File: src/rtl/cmp_sequencer.sv
// Multi-cycle sequencer: fetches 16-bit instructions, issues compare-class ops to an external compare unit, writes results back.
// Define CMP_ILLEGAL_TRAP_EN to trap on illegal opcodes; otherwise they execute as NOPs.
module cmp_sequencer #(
    parameter int         PC_WIDTH  = 8,
    parameter logic [4:0] HALT_OP   = 5'b11111,
    parameter logic [1:0] CMP_CLASS = 2'b10
) (
    input  logic                clk,
    input  logic                rst,
    input  logic                start,
    output logic [PC_WIDTH-1:0] instr_addr,
    input  logic [15:0]         instr_data,
    output logic [4:0]          cmp_opcode,
    output logic [2:0]          cmp_r1,
    output logic [2:0]          cmp_r2,
    input  logic [2:0]          cmp_rd,
    output logic                rf_we,
    output logic [2:0]          rf_waddr,
    output logic [2:0]          rf_wdata,
    output logic                busy,
    output logic                done,
    output logic                trap
);

    typedef enum logic [2:0] {
        IDLE,
        FETCH,
        DECODE,
        EXEC,
        WB
`ifdef CMP_ILLEGAL_TRAP_EN
        ,
        TRAP
`endif
    } state_t;

    state_t              state;
    state_t              next_state;
    logic [PC_WIDTH-1:0] pc;
    logic [13:0]         ir;
    logic [2:0]          result;
    logic [4:0]          hold_op;
    logic [2:0]          hold_r1;
    logic [2:0]          hold_r2;

    logic [4:0] dec_op;
    logic       dec_halt;
    logic       dec_cmp;
    logic       unused_low_bits;

    assign dec_op          = instr_data[15:11];
    assign dec_halt        = (dec_op == HALT_OP);
    assign dec_cmp         = (dec_op[4:3] == CMP_CLASS);
    assign unused_low_bits = ^instr_data[1:0];

    always_ff @(posedge clk) begin
        if (rst) begin
            state <= IDLE;
        end else begin
            state <= next_state;
        end
    end

    always_comb begin
        next_state = state;
        case (state)
            IDLE:    if (start) next_state = FETCH;
            FETCH:   next_state = DECODE;
            DECODE: begin
                if (dec_halt) begin
                    next_state = IDLE;
                end else if (dec_cmp) begin
                    next_state = EXEC;
                end else begin
`ifdef CMP_ILLEGAL_TRAP_EN
                    next_state = TRAP;
`else
                    next_state = FETCH;
`endif
                end
            end
            EXEC:    next_state = WB;
            WB:      next_state = FETCH;
            default: next_state = state;
        endcase
    end

    // Datapath registers; an illegal NOP advances the PC straight out of DECODE.
    always_ff @(posedge clk) begin
        if (rst) begin
            pc      <= '0;
            ir      <= '0;
            result  <= '0;
            hold_op <= '0;
            hold_r1 <= '0;
            hold_r2 <= '0;
        end else begin
            if (state == IDLE && start) begin
                pc <= '0;
            end else if (state == WB) begin
                pc <= pc + 1'b1;
            end
`ifndef CMP_ILLEGAL_TRAP_EN
            else if (state == DECODE && !dec_halt && !dec_cmp) begin
                pc <= pc + 1'b1;
            end
`endif
            if (state == DECODE) begin
                ir <= instr_data[15:2];
            end
            if (state == EXEC) begin
                result  <= cmp_rd;
                hold_op <= ir[13:9];
                hold_r1 <= ir[5:3];
                hold_r2 <= ir[2:0];
            end
        end
    end

    // Compare-unit operands come live from the IR in EXEC and are held afterwards.
    always_comb begin
        instr_addr = pc;
        busy       = (state != IDLE);
        done       = (state == DECODE) && dec_halt;
        rf_we      = 1'b0;
        rf_waddr   = 3'b000;
        rf_wdata   = 3'b000;
        cmp_opcode = hold_op;
        cmp_r1     = hold_r1;
        cmp_r2     = hold_r2;
        trap       = 1'b0;
        if (state == EXEC) begin
            cmp_opcode = ir[13:9];
            cmp_r1     = ir[5:3];
            cmp_r2     = ir[2:0];
        end
        if (state == WB) begin
            rf_we    = 1'b1;
            rf_waddr = ir[8:6];
            rf_wdata = result;
        end
`ifdef CMP_ILLEGAL_TRAP_EN
        if (state == TRAP) begin
            trap = 1'b1;
        end
`endif
    end

endmodule

File: config.mk
export PLATFORM = sky130hd
export DESIGN_NAME = cmp_sequencer
export DESIGN_NICKNAME = d
export VERILOG_FILES = /design/src/rtl/cmp_sequencer.sv
export SDC_FILE = /design/constraint.sdc
export NUM_CORES = 1
export LEC_CHECK = 0
export ABC_AREA = 1
export CAP_MARGIN = 10
export CORE_MARGIN = 3
export CORE_UTILIZATION = 47
export DETAILED_ROUTE_END_ITERATION = 16
export PLACE_DENSITY = 0.86
export SYNTH_ARGS = -nofsm -noshare
export SYNTH_HDL_FRONTEND = slang
export SYNTH_SLANG_ARGS = --single-unit
File: constraint.sdc
create_clock -name clk -period 1.61 [get_ports clk]
set_input_delay 0.161 -clock clk [delete_from_list [all_inputs] [get_ports clk]]
set_output_delay 0.161 -clock clk [all_outputs]
set_load 0.05 [all_outputs]
# Yosys cells after proc, flatten, opt, wreduce, memory -nomap -nowiden
# Index checks and enable logic that the tools add are counted.
# classes
reduce_logical	12
n_eq_ne	7
addsub	1
n_mux	12
# ops
op	count
8-bit 2-to-1 mux	2
3-bit 2-to-1 mux	5
3-bit case mux with 5 select lines	1
8-bit by 1-bit adder with 8-bit output (second input constant)	1
3-bit by 2-bit equality test with 1-bit output (second input constant)	2
5-bit equality test (second input constant)	1
5-bit 2-to-1 mux	1
5-bit nonzero test	1
1-bit logical AND	4
2-bit 2-to-1 mux	2
3-bit by 1-bit equality test with 1-bit output (second input constant)	1
3-bit equality test (second input constant)	1
3-bit zero test	1
3-bit nonzero test	1
2-bit equality test (second input constant)	1
1-bit zero test	2
2-bit != test (second input constant)	1
2-bit AND reduction	1
2-bit nonzero test	1
2-bit OR reduction	1
1-bit 2-to-1 mux	1
# totals
input_bits	22
ff_bits	39
wordCells	39
out_inout_bits	29

# Longest topological paths before layout
# depth
depth_word	6
depth_mapped	9
depth_no_buf	8

# Worst setup path before layout
# Ideal clock, no wire load.
# synth_path
kind	register to output
start	register state[0]
end	output done
path_slack_ns	-0.089
stages_incl_launch_ff	6
path_buffers	2
required_ns	1.449
t_arrival_ns	1.538
path_cell_list	dfxtp_1 > nor2_2 > nand2_2 > buf_4 > buf_6 > nor2_1
# synth_between
elab_chain_cells	2
# synth_lines
item	line	rtl
start, declared	37	state_t state;
start signal, assigned	60	state <= next_state;
3-bit by 2-bit equality test with 1-bit output	124	done = (state == DECODE) && dec_halt;
1-bit logical AND	124	
end, declared	21	output logic done,
# No other way between the ends.

# Worst setup path in the final report
# layout_path
start	register state[2]
end	output cmp_r1[0]
# layout_between
elab_chain_cells	2
# layout_lines
item	line	rtl
3-bit by 2-bit equality test with 1-bit output	132	if (state == EXEC) begin
3-bit 2-to-1 mux	--	
end, declared	14	output logic [2:0] cmp_r1,
# No other way between the ends.

==> metrics.md <==
| Metric | Value |
|---|---|
| Synth-to-layout area growth | 45.87% |
| Pins Over Slew Limit | 0 |
| Placed instance area | 2494 um2 |
| Setup Skew | 0.002871 ns |
| Setup CP Type | reg -> out |
| Clock power frac | 0.150 |
| Required time of the critical path | 1.45 ns |
| Syn_area_per_cell | 7.300 um2 |
| Nets | 321 |
| Post-Syn Area | 1803 um2 |
| Fmax | 642.5 MHz |
| Max H-tree Level | 2 |
| Initial drt markers | 94 |
| Register Area | 787.0 um2 |
| Crit Path Max Fanout | 11 |
| Hold Crit Class | reg -> reg |
| Number of diodes | 0 |
| Final HPWL DP | 3.107 mm |
| Slowest cell on the critical path | dfxtp_4 |
| Routability congestion estimate | 0.8515 |
| Cell count after synthesis | 247 |
| Root Buffer | clkbuf_8 |
| Routed wire per std cell | 12.55 um |
| CTS clk-pin slew, worst paths | 0.07 ns |
| Final setup fails | 0 |
| Reg2Reg Setup Slack | 0.18 ns |
| Post-DRT Antenna Nets | 0 |
| CP endpoint kind | output pin |
| PD cells | 1641 nW/um2 |
| Die H | 67.94 um |
| DRC viols | 0 |
| Final instance area | 2630 um2 |
| Startpoint class of the critical path | register |
| CTS max path bufs | 2 |
| Initial antenna violation count | 0 |
| Yosys reg bits | 39 |
| Final core utilization | 0.7470 |
| Worst reg2reg path depth | 8 |
| Max-cap violation count | 0 |
| Max incr delay on CP | 0.39 ns |
| Area occupied by multi-input gates | 849.6 um2 |
| CTS tree | yes |
| Routed Wire Length | 4.317 mm |
| Initial Util | 0.5121 |
| Synthesis Warnings | 0 |
| Unrepaired setup endpoints after global routing | true |
| Final hold vios | 0 |
| IO Port Bufs | 47 |
| Skew-Pair Late Insertion Delay | 0.29 ns |
| Seq/Total Area, Yosys | 0.4330 |
| Min-Delay Path Depth | 2 |
| Die ar. | 4615 um2 |
| Share of cells above drive strength 1 | 0.2718 |
| Commonest non-fill, non-tap cell in the layout | nor2_1 |
| Hold Crit Endpoint | result[1]$_SDFFE_PP0P_ |
| Synth unique cells | 31 |
| Syn_nets | 270 |
| Drt via density | 4.840 |
| Commonest cells after routing, fill and taps aside | 55 x nor2_1, 36 x dfxtp_1, 26 x inv_1, 26 x nand2_1, 20 x buf_12 |
| P_int | 0.002427 W |
| Peak supply drop | 0.0009501 V |
| Minimum clock period | 1.556 ns |
| First-pass detailed-route iteration total | 4 |
| Combinational power share | 0.524 |
| WP data arrival | 1.40 ns |
| First-pass GRT wire length | 7.196 mm |
| Die width | 67.94 um |
| Core ar. | 3521 um2 |
| Seq pwr share | 0.326 |
| Layout fillers | 250 |
| Clock sink count | 39 |
| Largest net degree at the start of global routing | 19 |
| Cell row count | 21 |
| # IOs | 51 |
| Tcrit/Tclk final | 0.9667 |
| R2r endpoint | instr_addr[7]$_SDFFE_PP0P_ |
| Pleak | 1.164 nW |
| Hold_sp | result[1]$_SDFFE_PP0P_ |
| RR Startpoint | state[0]$_SDFFE_PP0P_ |
| DR vias | 1665 |
| Number of global-route vias before repair | 1628 |
| Sw Share | 0.4378 |
| Total GRT Usage | 0.2099 |
| Switching power | 0.001890 W |
| Remaining global-route overflow | 0 |
| CTS Buf Count | 5 |
| Status | completed |
| CP cell instances | inv_4 -> nand3_4 -> inv_6 -> or2_1 -> o21ai_2 -> inv_2 -> buf_12 |
[critical path, delay by kind of cell, from the launching register on]
family	cells	cell delay, ns
buffers and inverters	4	0.32
AO/OA/AOI/OAI	1	0.09
AND/OR/NAND/NOR	2	0.31
flip-flops	1	0.39
[how the worst max path moves through the flow]
| stage | startpoint | endpoint | slack [ns] | cells after the start |
|---|---|---|---|---|
| 6_report | state[2]$_SDFFE_PP0P_ | cmp_r1[0] | 0.05 | 7 |
| 5_1_grt | state[2]$_SDFFE_PP0P_ | cmp_r1[2] | -0.02 | 7 |
| 4_1_cts | state[0]$_SDFFE_PP0P_ | rf_waddr[1] | -0.02 | 5 |
| 3_5_place_dp | instr_data[15] | instr_addr[7]$_SDFFE_PP0P_ | 0.11 | 9 |
| 3_3_place_gp | instr_data[15] | instr_addr[7]$_SDFFE_PP0P_ | 0.15 | 9 |
| 2_1_floorplan | state[0]$_SDFFE_PP0P_ | rf_waddr[0] | -0.03 | 4 |
[layout make-up]
cell class,instances,area share
repair buffers,54,0.2688
well taps,46,0.02188
clock inverters,1,0.001903
flip-flops and latches,39,0.2992
inverters,35,0.05376
multi-input cells,163,0.3230
clock buffers,6,0.03140
[registers in the layout, indices dropped and copies added, names as in the netlist]
name and cells:
ir 14, instr_addr 8, hold_op 5, hold_r1 3, hold_r2 3, result 3
state 3
[cells by family after synthesis]
| family | synth area share |
|---|---|
| other cells | 0.002080 |
| buf+inv | 0.1103 |
| xor+xnor | 0.01943 |
| simple gates | 0.2922 |
| compound gates | 0.1360 |
| flops | 0.4330 |
| fa+ha+maj | 0.006939 |
[repair_timing]
action | 4_1_cts | 5_1_grt
hold buffers | 0 | 0
gates resized for setup | 11 | 13
endpoints found under the setup margin | 17 | 17
buffers inserted | 0 | 1
[cell usage after synthesis (all sizes together)]
library cell  number  share of area
xor2               3          0.015
o221ai             1         0.0049
nor2              64           0.13
inv               35          0.074
buf                9          0.034
xnor2              1         0.0049
nand3b             1         0.0042
conb               1         0.0021
o21ai             30           0.10
clkbuf             1         0.0021
nand4              1         0.0035
nand2             29          0.067
or2               11          0.038
a21oi              9          0.027
nor3               2         0.0056
ha                 1         0.0069
dfxtp             39           0.43
nand3              9          0.039
[power groups by stage]
stage | Sequential, W | Clock (W) | Combinational [W]
final | 0.00141 | 0.000647 | 0.00226
after global routing | 0.00144 | 0.000695 | 0.00244
after CTS | 0.00140 | 0.000661 | 0.00224
after detailed placement | 0.00141 | 0 | 0.00219
after global placement | 0.00139 | 0 | 0.00213
after floorplan | 0.00157 | 0 | 0.00124
[layer usage]
layer	GRT usage	vias up	wire (um)
met5	0	-	0
met4	0.07196	0	71
met1	0.2348	745	1647
li1	-	860	-
met2	0.3767	52	2309
met3	0.06076	8	288
[through the flow]
stage / worst slack (ns) / total power [W] / std cells / setup TNS (ns) / hold slack (ns)
6_report: 0.05354 / 0.004317 / 344 / 0 / 0.4675
5_1_grt: -0.01828 / 0.004578 / 344 / -0.04370 / 0.4971
4_1_cts: -0.01990 / 0.004299 / 343 / -0.04476 / 0.4585
3_5_place_dp: 0.1149 / 0.003600 / 336 / 0 / 0.4412
3_3_place_gp: 0.1528 / 0.003516 / 336 / 0 / 0.4381
2_1_floorplan: -0.02507 / 0.002812 / 247 / -0.1504 / 0.2301
Power figures use the tool's default switching activity.
